===== config.mk =====
export PLATFORM = sky130hd
export DESIGN_NAME = mmio_bridge
export DESIGN_NICKNAME = d
export VERILOG_FILES = /design/src/rtl/mmio_bridge.sv
export SDC_FILE = /design/constraint.sdc
export NUM_CORES = 1
export LEC_CHECK = 0
export BUFFER_PORTS_ARGS = -buffer_cell sky130_fd_sc_hd__buf_2
export CAP_MARGIN = 20
export CELL_PAD_IN_SITES_DETAIL_PLACEMENT = 1
export CELL_PAD_IN_SITES_GLOBAL_PLACEMENT = 2
export CORE_MARGIN = 5
export CORE_UTILIZATION = 37
export CTS_BUF_LIST = sky130_fd_sc_hd__clkbuf_4
export CTS_CLUSTER_SIZE = 28
export DETAILED_ROUTE_END_ITERATION = 7
export PLACE_DENSITY = 0.95
export SYNTH_ARGS = -nofsm -noshare
export SYNTH_HDL_FRONTEND = slang
export SYNTH_SLANG_ARGS = --single-unit

===== constraint.sdc =====
create_clock -name clock -period 13.65 [get_ports clock]
set_clock_uncertainty 0.1 [all_clocks]
set_input_delay 4.095 -clock clock [delete_from_list [all_inputs] [get_ports clock]]
set_output_delay 4.095 -clock clock [all_outputs]
set_load 0.02 [all_outputs]

===== src/rtl/mmio_bridge.sv =====
// ============================================================================
// Module   : mmio_bridge
// Brief    : dmem decoder routing RAM accesses and serving a small MMIO block
//            (input-event FIFO, two display registers, free-running counter).
// Revision : 1.0 - initial release
// ============================================================================
`default_nettype none

module mmio_bridge #(
  parameter logic [31:0] MMIO_BASE  = 32'h0000_1000,
  parameter int unsigned FIFO_DEPTH = 8
) (
  input  logic        clock,
  input  logic        reset,
  input  logic [31:0] address_dmem,
  input  logic [31:0] data,
  input  logic        wren,
  input  logic        mem_advance,
  output logic [31:0] q_dmem,
  output logic [31:0] ram_addr,
  output logic [31:0] ram_data,
  output logic        ram_wren,
  input  logic [31:0] ram_q,
  input  logic        evt_valid,
  input  logic [7:0]  evt_code,
  output logic        evt_ready,
  output logic [31:0] disp0,
  output logic [31:0] disp1
);

  localparam int unsigned c_PTR_W = $clog2(FIFO_DEPTH);
  localparam logic [4:0]  c_DEPTH = 5'(FIFO_DEPTH);

  localparam logic [31:0] c_OFF_STATUS = 32'd0;
  localparam logic [31:0] c_OFF_EVENT  = 32'd1;
  localparam logic [31:0] c_OFF_DISP0  = 32'd2;
  localparam logic [31:0] c_OFF_DISP1  = 32'd3;
  localparam logic [31:0] c_OFF_CYCLES = 32'd4;

  logic [7:0]         r_fifo [FIFO_DEPTH];
  logic [c_PTR_W-1:0] r_head;
  logic [c_PTR_W-1:0] r_tail;
  logic [4:0]         r_count;
  logic               r_overflow;
  logic [31:0]        r_disp0;
  logic [31:0]        r_disp1;
  logic [31:0]        r_cycles;

  logic        w_is_mmio;
  logic [31:0] w_offset;
  logic        w_full;
  logic        w_empty;
  logic        w_mmio_rd;
  logic        w_mmio_wr;
  logic        w_pop;
  logic        w_push;
  logic        w_ovf_set;
  logic        w_ovf_clr;
  logic [31:0] w_mmio_q;

  assign w_is_mmio = (address_dmem >= MMIO_BASE);
  assign w_offset  = address_dmem - MMIO_BASE;
  assign w_full    = (r_count == c_DEPTH);
  assign w_empty   = (r_count == 5'd0);

  // All MMIO side effects are qualified by mem_advance so a stalled access acts once.
  assign w_mmio_rd = ~wren & w_is_mmio & mem_advance;
  assign w_mmio_wr =  wren & w_is_mmio & mem_advance;

  assign w_pop     = w_mmio_rd & (w_offset == c_OFF_EVENT) & ~w_empty;
  // A pop frees the slot at the same edge, so a push while full still lands.
  assign w_push    = evt_valid & (~w_full | w_pop);
  assign w_ovf_set = evt_valid & w_full & ~w_pop;
  assign w_ovf_clr = w_mmio_rd & (w_offset == c_OFF_STATUS);

  assign ram_addr  = address_dmem;
  assign ram_data  = data;
  assign ram_wren  = wren & ~w_is_mmio;
  assign evt_ready = ~w_full;
  assign disp0     = r_disp0;
  assign disp1     = r_disp1;

  always_comb begin
    w_mmio_q = 32'b0;
    case (w_offset)
      c_OFF_STATUS: w_mmio_q = {26'b0, r_overflow, r_count};
      c_OFF_EVENT:  w_mmio_q = w_empty ? 32'b0 : {24'b0, r_fifo[r_head]};
      c_OFF_DISP0:  w_mmio_q = r_disp0;
      c_OFF_DISP1:  w_mmio_q = r_disp1;
      c_OFF_CYCLES: w_mmio_q = r_cycles;
      default:      w_mmio_q = 32'b0;
    endcase
  end

  assign q_dmem = w_is_mmio ? w_mmio_q : ram_q;

  // Storage array carries no reset; only pointers and count define validity.
  always_ff @(posedge clock) begin
    if (w_push) begin
      r_fifo[r_tail] <= evt_code;
    end
  end

  always_ff @(posedge clock or posedge reset) begin
    if (reset) begin
      r_head     <= '0;
      r_tail     <= '0;
      r_count    <= 5'd0;
      r_overflow <= 1'b0;
    end else begin
      if (w_push) begin
        r_tail <= r_tail + 1'b1;
      end
      if (w_pop) begin
        r_head <= r_head + 1'b1;
      end
      case ({w_push, w_pop})
        2'b10:   r_count <= r_count + 5'd1;
        2'b01:   r_count <= r_count - 5'd1;
        default: r_count <= r_count;
      endcase
      if (w_ovf_set) begin
        r_overflow <= 1'b1;
      end else if (w_ovf_clr) begin
        r_overflow <= 1'b0;
      end
    end
  end

  always_ff @(posedge clock or posedge reset) begin
    if (reset) begin
      r_disp0  <= 32'b0;
      r_disp1  <= 32'b0;
      r_cycles <= 32'b0;
    end else begin
      if (w_mmio_wr && (w_offset == c_OFF_DISP0)) begin
        r_disp0 <= data;
      end
      if (w_mmio_wr && (w_offset == c_OFF_DISP1)) begin
        r_disp1 <= data;
      end
      if (w_mmio_wr && (w_offset == c_OFF_CYCLES)) begin
        r_cycles <= data;
      end else begin
        r_cycles <= r_cycles + 32'd1;
      end
    end
  end

endmodule

`default_nettype wire


**Yosys cells after proc, flatten, opt, wreduce, memory -nomap -nowiden**

Memories as Yosys holds them, arrays and structs flattened.
Index checks and enable logic that the tools add are counted.

- Flip-flop bits (word level): 108
- Bits in writable memories: 64
- Input bits: 109
- Output and inout bits: 162
- Word-level logic and storage cells: 55
- Memories: 1

Memories:

| memory | depth | width | read ports | clocked after Yosys merged registers in | wr ports | line | RTL |
|---|---|---|---|---|---|---|---|
| r_fifo | 8 | 8 | 1 | 0 | 1 | 40 | `logic [7:0] r_fifo [FIFO_DEPTH];` |

- Add/subtract/negate cells: 6
- Magnitude comparators: 1
- Equal/unequal tests: 7
- Muxes and demuxes: 9
- Bitwise logic cells: 17
- Reduce and logical (&&, ||, !) cells: 7

Operators with widths:

| operator | count |
|---|---|
| one-hot mux 32 bit (5 select lines) | 1 |
| equality test 32 x 2 -> 1 bit (second input constant) | 2 |
| 2-to-1 mux 32 bit | 2 |
| adder 32 x 1 -> 32 bit (second input constant) | 1 |
| equality test 32 x 1 -> 1 bit (second input constant) | 1 |
| equality test 32 x 3 -> 1 bit (second input constant) | 1 |
| >= comparator 32 x 13 -> 1 bit (second input constant) | 1 |
| zero test 32 bit | 1 |
| subtractor 32 x 13 -> 32 bit (second input constant) | 1 |
| AND 1 bit | 11 |
| one-hot mux 5 bit (2 select lines) | 1 |
| 2-to-1 mux 8 bit | 1 |
| adder 3 x 1 -> 3 bit (second input constant) | 2 |
| adder 5 x 1 -> 5 bit (second input constant) | 1 |
| equality test 5 x 4 -> 1 bit (second input constant) | 1 |
| zero test 5 bit | 1 |
| NOT 1 bit | 5 |
| subtractor 5 x 1 -> 5 bit (second input constant) | 1 |
| 2-to-1 mux 1 bit | 4 |
| nonzero test 2 bit | 2 |
| logical AND 1 bit | 3 |
| equality test 2 x 1 -> 1 bit (second input constant) | 1 |
| equality test 2 bit (second input constant) | 1 |
| bitwise OR 1 bit | 1 |

**Logic depth before layout (Yosys ltp)**

Gate-level depths: netlist of run 1.

- Word-level depth: 9
- Gate-level depth with buffers: 11
- Gate-level depth less buffers: 11

**Worst setup path before layout of run 1**

OpenSTA, ideal clock, no wires.

- Path type: input port to output port
- Start point: input address_dmem[14]
- End point: output q_dmem[5]
- Arrival time: 6.299 ns
- Required time: 9.455 ns
- Setup slack: 3.156 ns
- Stages: 8
- Path buffers: 1
- Cells stage by stage: or4_4 > xnor2_1 > nor3_1 > nand2_1 > nor3_2 > buf_2 > a222oi_1 > a31oi_1

- Word-level cells in the longest chain between the ends: 4

RTL lines:

| item | line | RTL |
|---|---|---|
| start, declared | 15 | `input logic [31:0] address_dmem,` |
| subtractor 32 x 13 -> 32 bit | 62 | `assign w_offset = address_dmem - MMIO_BASE;` |
| equality test 32 x 3 -> 1 bit, or another cell as far along | 85 | `case (w_offset)` |
| one-hot mux 32 bit (5 select lines) | 85 |  |
| 2-to-1 mux 32 bit * | 95 | `assign q_dmem = w_is_mmio ? w_mmio_q : ram_q;` |
| end, declared | 19 | `output logic [31:0] q_dmem,` |

Every way passes the cells marked *; elsewhere a longest branch is shown, timed or not.

**Worst setup path in the final report of run 1**

- Start point: input address_dmem[14]
- End point: output q_dmem[30]

The elaborated chain is that of the path after synthesis.

==> results of run 1 <==
flip-flops by register name (all words and copies together) (netlist names):
signal / cells
r_count: 5
disp1: 32
r_head: 3
r_fifo: 64
r_cycles: 32
r_overflow: 1
r_tail: 3
disp0: 32
cells in the final DEF, fill, tap and decap left out, types with 17 or more instances in the layout:
cell type  count
mux2i_1       29
edfxtp_1      64
mux2_2        48
o21ai_0       25
mux2_4        31
nand2_1       24
dfrtp_1      108
clkbuf_4      17
nand3_1       24
xor2_1        20
xnor2_1       19
buf_2        271
nor2_1        57
a21oi_1       33
a22oi_1       24
logic make-up after synthesis:
logic type | after synthesis
multiplexers | 124
AND/OR/NAND/NOR | 170
flip-flops | 172
adder cells (fa/ha/maj) | 5
AO/OA/AOI/OAI | 111
buffers and inverters | 104
XOR/XNOR | 39
stage by stage:
step | worst slack, ns | instance area [um^2]
global route | 2.36 | 10600
floorplan | 3.16 | 9060
finish | 2.64 | 10600
CTS | 2.62 | 10600
global placement | 2.73 | 10200
detailed placement | 2.64 | 10200
cell type report:
class,instances,share of cell area (%)
multi-input cells,449,35.2
well taps,324,3.83
flip-flops and latches,172,43.7
inverters,8,0.307
clock inverters,15,1.94
clock buffers,17,1.20
diodes,1,0.0236
repair buffers,283,13.8
power by group:
| part | total, mW | switching [mW] | internal (mW) |
|---|---|---|---|
| sequential | 0.608 | 0.0284 | 0.580 |
| clock | 0.322 | 0.230 | 0.0917 |
| combinational | 0.154 | 0.0916 | 0.0620 |
metal layers:
| layer | vias up | GRT usage (%) | routed length (um) |
|---|---|---|---|
| met1 | 3298 | 24.6 | 11600 |
| met3 | 15 | 4.08 | 1230 |
| li1 | 3037 | - | - |
| met2 | 189 | 32.8 | 13600 |
| met5 | - | 0 | 0 |
| met4 | 0 | 3.59 | 249 |
worst max-delay path by stage:
stage | to | cells after the start
3_3_place_gp | q_dmem[9] | 10
3_5_place_dp | q_dmem[30] | 10
2_1_floorplan | q_dmem[5] | 8
6_report | q_dmem[30] | 10
5_1_grt | q_dmem[20] | 10
4_1_cts | q_dmem[30] | 10
==> results.cfg, run 1 <==
[power_and_ir_drop]
power_leakage_nw = 4.84
power_density_nw_per_um2 = 102
finalPower_mw = 1.08
ir_drop_mv = 0.0829

[logic_synthesis]
synthTopCellsByCount = dfrtp_1 (108), buf_4 (64), edfxtp_1 (64)
syn_nets = 839
ys_ff_latch = 172
yosys_warnings = 0
yosys.area_share.simple_pct = 10.3
synth_area_leaders = dfrtp_1 (30%), edfxtp_1 (21%), mux2_2 (6.0%)
synth_top_family_by_area = multiplexers
netlist.top_cell.by_area = dfrtp_1
syn_inst = 725
yosys-mux-area-fraction_pct = 18.3
synthArstFlopShare_pct = 62.8
synth_ff_type = dfrtp_1
synth.most_common_cell = dfrtp_1
syn_area_um2 = 9060
synth_top_cell_area_share_pct = 29.8
yosys.area_share.adder_pct = 0.690
synthXorXnorAreaFrac_pct = 3.77
ys_types = 64
yosysSeqAreaShare_pct = 51.0
synth-compound-area-share_pct = 7.94
synth_edf_count = 64
synth.avg_cell_area_um2 = 12.5

[sta]
finalSetupViolCount = 0
worst_pin_slew_ns = 0.910
fmaxAchievable_mhz = 90.8
fin_crit_sh_pct = 80.7
grt_setup_unrepaired = false
slew_headroom_pct = 39.4
finalHoldViolCount = 0
fin_crit_ns = 11.01
drv_slew = 0
holdWs_ns = 0.448
setup_tns_ns = 0

[layout]
post-route-util_pct = 43.7
drive_gt1_share_pct = 45.7
n_fill_cell = 2661
instances_no_fill = 1269
register_area_um2 = 4620
syn_to_final_growth_pct = 16.9
multi_input_area_um2 = 3730
nNetsFinal = 1045

[drt]
drtIter0Drc = 252
final_antenna_net_count = 0
wl_mm = 26.7
firstDrtPassIters = 4
drc = 0
num_vias = 6539
viasPerCell = 5.15
wl_per_cell_um = 21.0

[job]
maxCapViolations = 0

[place]
gp_congestion = 0.785
numPortBuffers = 270
numPlacedInstances = 1235
hpwl_mm = 20.0

[die]
die_y_um = 166
io_pins = 271
die_area_um2 = 27700
floorplan.initialDensity_pct = 37.4
core.rowCount = 57
die_w_um = 166
core_area_um2 = 24200

[worst_hold_path]
hold_path_depth = 1
hold_end = r_tail[0]
worstHoldStart = r_tail[0]
hp-class = flip-flop to flip-flop

[worst_setup_path]
rr_endpoint = r_count[4]
r2r_slack_ns = 10.33
cp_top_family = simple AND/OR/NAND/NOR gates
cp.buffers_inverters = 3
path_cells = buf_2, or4_4, xnor2_1, nor3_1, nand2_1, nor3_4, buf_4, a22oi_1, o21ai_0, buf_2
arrival_ns = 6.81
criticalPathCategory = primary input to primary output
path_common_cell = buf_2
crit_fanout = 25
start_kind = primary input
r2r_cells = 11
slowest_delay_ns = 0.59
startpoint = address_dmem[14]
cp.required_ns = 9.45
r2r_start = r_count[1]
end_kind = primary output
slowest_stage = or4_4

[clock_network]
cts_buffers = 17
clk_path_buf_depth = 2
cts_tree = built
hold_buffers = 0
cts-resized-gates = 0
clock-sinks = 172
post_cts_buffers = 0
path_clk_slew_ns = 0.18
htreeDepth = 4
cts-root-buf = clkbuf_4
clkLatencyLatePin_ns = 0.58

[grt]
track_usage_pct = 18.9
grt_pass1_wl_mm = 41.5
antenna_found_initial = 1
grt_pass1_vias = 7072
grt_max_degree = 71
overflow = 0

[run_status]
status = finished clean
No activity file was read; power rests on OpenSTA's default activity.
==> run 2: changes to the inputs <==
Settings changed: CORE_UTILIZATION 37 to 35, PLACE_DENSITY 0.95 to 0.94.
Clock period 13.65 ns to 10.4 ns, I/O delays scaled along.
==> run 2 against run 1 <==
Compared with the run above:
- first-iteration DRC count rose by 27%
- worst hold slack got worse by 0.0025 ns
- flip-flop and latch count did not move
- sequential share of layout area fell by 0.17 points
- die area rose by 5.4%
- critical path depth did not move
- via count rose by 2.3%
- combinational power rose by 31%
- non-clock buffer count rose by 2
- clock-buffer cell count did not move
- worst setup slack got worse by 1.1 ns
- cell count rose by 0.71%
==> results.cfg, run 2 (synthesized netlist as in run 1, its figures left out) <==
[run_status]
status = finished clean

[worst_setup_path]
cp.required_ns = 7.18
cp_top_family = simple AND/OR/NAND/NOR gates
crit_fanout = 18
start_kind = primary input
arrival_ns = 5.64
slowest_stage = or4_4
slowest_delay_ns = 0.58
cp.buffers_inverters = 3
r2r_cells = 11
criticalPathCategory = primary input to primary output
end_kind = primary output
crit_cells = 10
path_cells = buf_2, or4_4, xnor2_1, nor3_1, nand2_1, nor3_4, buf_4, a222oi_1, a31oi_1, buf_2
path_common_cell = buf_2

[clock_network]
cts-root-buf = clkbuf_4
cts_buffers = 17
clkLatencyLatePin_ns = 0.60
clock-sinks = 172
path_clk_slew_ns = 0.20
clk_path_buf_depth = 2
hold_buffers = 0
htreeDepth = 4
post_cts_buffers = 0
cts-resized-gates = 0
cts_tree = built

[power_and_ir_drop]
power_leakage_nw = 4.87
ir_drop_mv = 0.0760
power_density_nw_per_um2 = 136
finalPower_mw = 1.45

[layout]
mostFrequentLayoutCells = buf_2 (273), dfrtp_1 (108), edfxtp_1 (64)
syn_to_final_growth_pct = 17.4
largest_reg_flops = 64
final_common_cell = buf_2
drive_gt1_share_pct = 45.8
regMostFlops = r_fifo
n_fill_cell = 2833
nNetsFinal = 1047
instances_no_fill = 1278

[sta]
setup_tns_ns = 0
fin_crit_ns = 8.86
setup_slack_ns = 1.54
finalHoldViolCount = 0
finalSetupViolCount = 0
fin_crit_sh_pct = 85.2
fmaxAchievable_mhz = 113
slew_headroom_pct = 35.5
grt_setup_unrepaired = false
worst_pin_slew_ns = 0.968
drv_slew = 0

[die]
floorplan.initialDensity_pct = 35.8
die_w_um = 171
die_area_um2 = 29200
core_area_um2 = 25300
io_pins = 271
die_y_um = 171
core.rowCount = 58

[drt]
drc = 0
final_antenna_net_count = 0
firstDrtPassIters = 5
drtIter0Drc = 320
wl_mm = 27.1
viasPerCell = 5.24
wl_per_cell_um = 21.2
num_vias = 6691

[grt]
overflow = 0
grt_pass1_wl_mm = 41.1
antenna_found_initial = 2
grt_max_degree = 74
grt_pass1_vias = 6975
track_usage_pct = 18.4

[worst_hold_path]
hp-class = flip-flop to flip-flop
hold_path_depth = 1

[place]
gp_congestion = 0.843
hpwl_mm = 20.2
place_ws_ns = 1.53
numPortBuffers = 270
numPlacedInstances = 1243

[job]
maxCapViolations = 0
## run 2: per-stage QoR
step | hold WS [ns] | cell area, um^2 | util [%]
after floorplan | 0.360 | 9060 | -
after global placement | 0.398 | 10200 | 40.4
after detailed placement | 0.411 | 10200 | 40.5
after CTS | 0.443 | 10600 | 41.9
after global routing | 0.473 | 10600 | 42.0
final | 0.446 | 10600 | 42.0
## run 2: report_power, final
group	switching [mW]	internal [mW]	total, mW
clock network	0.315	0.131	0.446
registers	0.0393	0.761	0.800
logic	0.122	0.0806	0.202
## run 2: worst paths after layout
| path | startpoint | to | slack (ns) |
|---|---|---|---|
| max in group asynchronous | reset | r_cycles[29] | 6.37 |
| min in group asynchronous | reset | r_tail[0] | 2.44 |
| worst max register to register | r_count[1] | r_count[4] | 7.14 |
| worst min register to register | r_count[4] | r_count[4] | 0.45 |
| worst max-delay path | address_dmem[14] | q_dmem[1] | 1.54 |
| worst min-delay path | r_count[4] | r_count[4] | 0.45 |
## run 2: per-layer routing
metal,global-route usage (%),share of wire [%]
met1,23.3,42
met5,0,0
met3,3.60,4.9
met2,32.5,52
met4,4.27,1.1
## run 2: layout make-up
cell class / count / area (um^2) / area share (%)
Antenna cell: 2 / 5.00 / 0.0471
Clock buffer: 17 / 128 / 1.20
Clock inverter: 15 / 228 / 2.14
Inverter: 8 / 32.5 / 0.306
Multi-Input combinational cell: 449 / 3730 / 35.1
Sequential cell: 172 / 4620 / 43.5
Tap cell: 330 / 413 / 3.88
Timing Repair Buffer: 285 / 1480 / 13.9
